$ cat src/rtl/pc_ctrl.sv
// pc_ctrl: fetch-sequencing controller arbitrating stall, redirect and halt requests for the PC
module pc_ctrl #(
    parameter int FLUSH_CYC = 2,
    parameter int CNT_W     = 16
) (
    input  logic             clk,
    input  logic             rst,
    input  logic             ImemStall,
    input  logic             HazStall,
    input  logic             BrTaken,
    input  logic             JmpImm,
    input  logic             JmpReg,
    input  logic             HaltReq,
    output logic             PcStall,
    output logic             PCSel,
    output logic             RegJmp,
    output logic             Halt,
    output logic             Flush,
    output logic             FetchEn,
    output logic [CNT_W-1:0] StallCnt
);
    typedef enum logic [1:0] {RUN, WAIT, FLUSH, HALTED} state_t;
    typedef enum logic [1:0] {P_NONE, P_IMM, P_REG} pend_t;
    localparam logic [2:0] FLOAD = 3'(FLUSH_CYC - 1);
    localparam state_t AFTER = (FLUSH_CYC > 1) ? FLUSH : RUN;
    state_t state_q, state_d;
    pend_t pend_q, pend_d, req_kind, apply;
    logic [2:0] fcnt_q, fcnt_d;
    logic [CNT_W-1:0] cnt_q;
    logic stall, sel, rj, hlt, fl;
    // next-state and Mealy output decode; a latched redirect outranks a newly arriving one
    always_comb begin
        req_kind = JmpReg ? P_REG : (BrTaken | JmpImm) ? P_IMM : P_NONE;
        apply = (pend_q != P_NONE) ? pend_q : req_kind;
        state_d = state_q;
        pend_d = pend_q;
        fcnt_d = fcnt_q;
        stall = 1'b0;
        sel = 1'b0;
        rj = 1'b0;
        hlt = 1'b0;
        fl = 1'b0;
        case (state_q)
            RUN, WAIT: begin
                if (HaltReq) begin
                    hlt = 1'b1;
                    stall = 1'b1;
                    pend_d = P_NONE;
                    state_d = HALTED;
                end else if (ImemStall) begin
                    stall = 1'b1;
                    state_d = WAIT;
                    pend_d = (pend_q == P_NONE) ? req_kind : pend_q;
                end else if (apply != P_NONE) begin
                    sel = 1'b1;
                    rj = (apply == P_REG);
                    fl = 1'b1;
                    pend_d = P_NONE;
                    fcnt_d = FLOAD;
                    state_d = AFTER;
                end else begin
                    stall = HazStall;
                    state_d = RUN;
                end
            end
            FLUSH: begin
                fl = 1'b1;
                stall = ImemStall | HazStall;
                fcnt_d = fcnt_q - 3'd1;
                if (HaltReq) begin
                    hlt = 1'b1;
                    stall = 1'b1;
                    state_d = HALTED;
                end else if (fcnt_q == 3'd1) begin
                    state_d = RUN;
                end
            end
            default: begin
                hlt = 1'b1;
                stall = 1'b1;
            end
        endcase
    end
    // outputs are forced low for as long as reset is held
    always_comb begin
        PcStall = !rst && stall;
        PCSel = !rst && sel;
        RegJmp = !rst && rj;
        Halt = !rst && hlt;
        Flush = !rst && fl;
        FetchEn = !rst && (state_q != HALTED);
        StallCnt = cnt_q;
    end
    // control state registers
    always_ff @(posedge clk or posedge rst) begin
        if (rst) begin
            state_q <= RUN;
            pend_q <= P_NONE;
            fcnt_q <= 3'd0;
        end else begin
            state_q <= state_d;
            pend_q <= pend_d;
            fcnt_q <= fcnt_d;
        end
    end
    // saturating count of stalled cycles, frozen once halted
    always_ff @(posedge clk or posedge rst) begin
        if (rst) cnt_q <= '0;
        else if (stall && state_q != HALTED && cnt_q != '1) cnt_q <= cnt_q + CNT_W'(1);
    end
endmodule
$ cat config.mk
export PLATFORM = sky130hd
export DESIGN_NAME = pc_ctrl
export DESIGN_NICKNAME = d
export VERILOG_FILES = /design/src/rtl/pc_ctrl.sv
export SDC_FILE = /design/constraint.sdc
export NUM_CORES = 1
export LEC_CHECK = 0
export BUFFER_PORTS_ARGS = -buffer_cell sky130_fd_sc_hd__buf_2
export CAP_MARGIN = 20
export CORE_AREA = 3 3 52 54
export DETAILED_ROUTE_END_ITERATION = 16
export DIE_AREA = 0 0 55 57
export GPL_TIMING_DRIVEN = 0
export PLACE_DENSITY = 0.89
export SLEW_MARGIN = 20
export SYNTH_ARGS = -nofsm -noshare
export SYNTH_HDL_FRONTEND = slang
export SYNTH_SLANG_ARGS = --single-unit
$ cat constraint.sdc
create_clock -name clk -period 4.77 [get_ports clk]
set_input_delay 1.431 -clock clk [delete_from_list [all_inputs] [get_ports clk]]
set_output_delay 1.431 -clock clk [all_outputs]
set_load 0.02 [all_outputs]
# Yosys cells after proc, flatten, opt, wreduce, memory -nomap -nowiden
# Index checks and enable logic that the tools add are counted.
[word_totals]
regBits = 23
input_bits = 8
output_inout_bits = 22
[classes]
add_sub_neg = 2
eq_ne = 11
mux = 33
bitwise_logic = 2
reduce_logical = 20
[ops]
columns = ["operator", "count"]
rows = [
  ["$mux W2", 11],
  ["$add A16 B1 Y16 const B", 1],
  ["$ne A16 B16 Y1 const B", 1],
  ["$mux W1", 15],
  ["$mux W3", 3],
  ["$logic_and A1 B1 Y1", 8],
  ["$ne A2 B2 Y1 const B", 4],
  ["$pmux W3 S2", 1],
  ["$reduce_bool A2 Y1", 3],
  ["$eq A2 B2 Y1 const B", 2],
  ["$logic_not A2 Y1", 2],
  ["$pmux W1 S2", 2],
  ["$pmux W2 S2", 1],
  ["$reduce_and A4 Y1", 1],
  ["$eq A3 B1 Y1 const B", 1],
  ["$ne A3 B1 Y1 const B", 1],
  ["$ne A3 B3 Y1 const B", 1],
  ["$reduce_and A3 Y1", 1],
  ["$reduce_bool A3 Y1", 1],
  ["$reduce_or A3 Y1", 1],
  ["$sub A3 B1 Y3 const B", 1],
  ["$eq A2 B1 Y1 const B", 1],
  ["$or A1 B1 Y1", 2],
  ["$reduce_and A2 Y1", 1],
  ["2 further kinds", 2],
]

# Depth between registers and ports, before layout
[logic_depth]
ltp_word = 11
depth_mapped = 7
ltp_nobuf = 6

# Least setup slack after synthesis
# Ideal clock, no wire load.
[synth_path]
kind = "in2out"
startpoint = "input JmpReg"
endpoint = "output Flush"
arrival_time_ns = 2.459
required_time_ns = 3.339
path_slack_ns = 0.880
stages = 4
path_buffers = 0
cell_sequence = "or4_1 o21ai_1 or2_1 a21oi_1"
[synth_via]
elab_chain_cells = 8
[synth_lines]
columns = ["item", "line_no", "rtl"]
rows = [
  ["start, declared", "12", "input logic JmpReg,"],
  ["$mux W2", "33", "req_kind = JmpReg ? P_REG : (BrTaken | JmpImm) ? P_IMM : P_NONE;"],
  ["$mux W2", "34", "apply = (pend_q != P_NONE) ? pend_q : req_kind;"],
  ["$reduce_bool A2 Y1", "54", "end else if (apply != P_NONE) begin"],
  ["$mux W1", "54", ""],
  ["$mux W1", "50", "end else if (ImemStall) begin"],
  ["$mux W1", "45", "if (HaltReq) begin"],
  ["$pmux W1 S2", "43", "case (state_q)"],
  ["$logic_and A1 B1 Y1", "90", "Flush = !rst && fl;"],
  ["end, declared", "18", "output logic Flush,"],
]
# No other way between the ends.

# Worst setup path after layout
# Ends and elaborated chain as after synthesis.

==> flow_summary.json <==
{
  "outcome": "finished clean",
  "grt_pass1_wl_um": 4420,
  "regArea_sq_um": 576,
  "critPathMaxFanout": 5,
  "hold_violations": 0,
  "r2r-start": "pend_q[1]",
  "ys_top_cells_by_area": "dfrtp_1 46%, xnor2_1 8.4%, nand4_1 4.0%, nand3_1 3.2%, ha_1 3.0%",
  "place.gp.congestion": 0.802,
  "synthCells": 126,
  "die-area_sq_um": 3140,
  "num_antenna_cells": 0,
  "p_total_w": 0.000363,
  "yosys-top-cells-count": "23 x dfrtp_1, 12 x xnor2_1, 8 x nand3_1, 8 x nand4_1",
  "dpl.hpwl_um": 2000,
  "clk_pin_slew_ns": 0.12,
  "yosysMostFrequentCell": "dfrtp_1",
  "p_leak_nw": 0.702,
  "synthArstFlopShare": 1.00,
  "cts_setup_buffers": 0,
  "fin_crit_ns": 4.19,
  "hp-class": "register to register",
  "worst_setup_path_start_kind": "primary input",
  "drv_slew": 0,
  "numPortBuffers": 29,
  "dp_cells": 183,
  "crit_end": "Flush",
  "ant_nets": 0,
  "fin_crit_sh": 0.879,
  "fin_worst_skew_ns": 0.00625,
  "routedWlPerCell_um": 13.3,
  "dieHeight_um": 57,
  "worst_pin_slew_ns": 0.849,
  "crit_start": "JmpReg",
  "synth_fp_nets": 137,
  "rsz0062_at_grt": "no",
  "hold_depth": 1,
  "setup_viol": 0,
  "h-tree-depth": 1,
  "clock-root-buffer": "clkbuf_4",
  "n_fill_cell": 217,
  "fin_cells": 187,
  "final.setup.tns_ns": 0,
  "cts_tree": "built",
  "rows": 17,
  "grt_usage": 0.187,
  "reg2reg_depth": 5,
  "finalNetCount": 171,
  "drc": 0,
  "worst_ep_required_time_ns": 3.34,
  "grt_overflow_total": 0,
  "ys_warn_count": 0,
  "ir_worst_vdd_uv": 156,
  "vias_per_cell": 5.74,
  "cts.sinks": 23,
  "crit_path_end_kind": "output pin",
  "area_growth_pct": 16.5,
  "cts_buffer_depth": 2,
  "r2r-end": "StallCnt[14]",
  "cts_hold_buf": 0,
  "relSlewSlack": 0.434,
  "cts_resized": 0,
  "coreArea_sq_um": 2250,
  "clock_latency_ns": 0.30,
  "seq_area_frac_synth": 0.461,
  "worst_ep_arrival_time_ns": 2.76,
  "max_freq_ghz": 0.238,
  "pin_count": 30,
  "yosysTopAreaCell": "dfrtp_1",
  "yosysUniqueCellTypes": 35,
  "drive_above_1_share": 0.226,
  "synth_area_per_cell_sq_um": 9.90,
  "dr.pass1.iters": 4,
  "grt_pass1_vias": 1048,
  "synth_seq_cells": 23,
  "synth_edf_count": 0,
  "grt_max_degree": 24,
  "route.vias.total": 1074,
  "maxCapViolCount": 0,
  "crit_type": "primary input to output pin",
  "power_density_nw_per_um2": 249,
  "cts_inserted_buffers": 3,
  "synth_top_area_frac": 0.461,
  "netlist_area_sq_um": 1250,
  "die_x_um": 55,
  "r2r_slack_ns": 3.02,
  "start_util": 0.553,
  "multi_input_area_sq_um": 623,
  "grt_antenna_before_repair": 0,
  "drtIter0Drc": 17,
  "postRouteWirelength_um": 2490,
  "ys.flop_type": "dfrtp_1"
}
==> power breakdown <==
group          internal, W  total (W)  switching [W]
Combinational    0.0000213  0.0000550      0.0000338
Clock            0.0000326  0.0000883      0.0000557
Sequential        0.000207   0.000219      0.0000120
Total             0.000261   0.000363       0.000101
==> cells by family (layout without fill, tap and decap cells) <==
family | after synthesis | in the layout | synth area share
compound gates | 22 | 22 | 0.107
buf+inv | 11 | 44 | 0.0391
flops | 23 | 23 | 0.461
mux | 3 | 3 | 0.0261
fa+ha+maj | 3 | 3 | 0.0301
simple gates | 50 | 50 | 0.238
xor+xnor | 14 | 14 | 0.0983
==> registers in the layout, summed over array words and instances (netlist names) <==
| signal | flops |
|---|---|
| state_q | 2 |
| pend_q | 2 |
| StallCnt | 16 |
| fcnt_q | 3 |
==> area by class of cell <==
cell class	count	share of cell area
clock buffer	4	0.0181
multi-input combinational	92	0.429
buffer	5	0.0181
tap	28	0.0241
inverter	6	0.0155
timing repair buffer	29	0.0998
sequential	23	0.396
==> critical path, cell delays in order <==
cell and delay (ns):
buf_2 0.13, or4_1 0.55, o21ai_1 0.27, or2_1 0.16, a21oi_1 0.06, buf_2 0.15
==> how the worst min path moves through the flow <==
stage          startpoint         to
2_1_floorplan   fcnt_q[2]  fcnt_q[2]
3_3_place_gp    fcnt_q[2]  fcnt_q[2]
3_5_place_dp    fcnt_q[2]  fcnt_q[2]
4_1_cts         fcnt_q[2]  fcnt_q[2]
5_1_grt         fcnt_q[2]  fcnt_q[2]
6_report        fcnt_q[2]  fcnt_q[2]
==> metal layers <==
metal | part of all wire | vias up | track usage | wire length (um)
met1 | 0.43 | 527 | 0.223 | 1060
met3 | 0.040 | 2 | 0.0313 | 100
met2 | 0.53 | 25 | 0.326 | 1310
met4 | 0.0056 | 0 | 0.0694 | 14
li1 | - | 520 | - | -
met5 | 0 | - | 0 | 0
==> placed cells by master (no fill, tap or decap) <==
master / count
nand3b_1: 1
and3_1: 4
a22oi_1: 1
nor4_2: 1
dfrtp_1: 23
nand3_1: 8
nor3b_1: 1
xnor2_1: 12
nor4_1: 3
buf_2: 29
nor3_4: 1
a31oi_1: 3
mux2_1: 2
a21oi_1: 6
nor4b_1: 1
a2111oi_2: 1
xor2_1: 2
or2_1: 1
nor2b_1: 2
nand4b_1: 1
o31ai_1: 1
clkbuf_1: 5
nor3_1: 1
nand4_1: 8
and2_1: 2
inv_1: 6
o21ai_0: 5
nor2_1: 6
o21ai_1: 3
mux2i_1: 1
buf_6: 1
o21bai_1: 2
nand2_1: 6
or4_1: 1
clkbuf_4: 3
nand2b_1: 2
ha_1: 3
==> through the flow <==
step | hold slack, ns | util | instance area (sq um) | setup slack [ns]
finish | 0.502 | 0.645 | 1450 | 0.576
global route | 0.530 | 0.645 | 1450 | 0.499
CTS | 0.506 | 0.645 | 1450 | 0.586
detailed placement | 0.488 | 0.633 | 1430 | 0.583
global placement | 0.477 | 0.633 | 1430 | 0.598
floorplan | 0.458 | - | 1250 | 0.880
(Power assumes the default switching activity.)
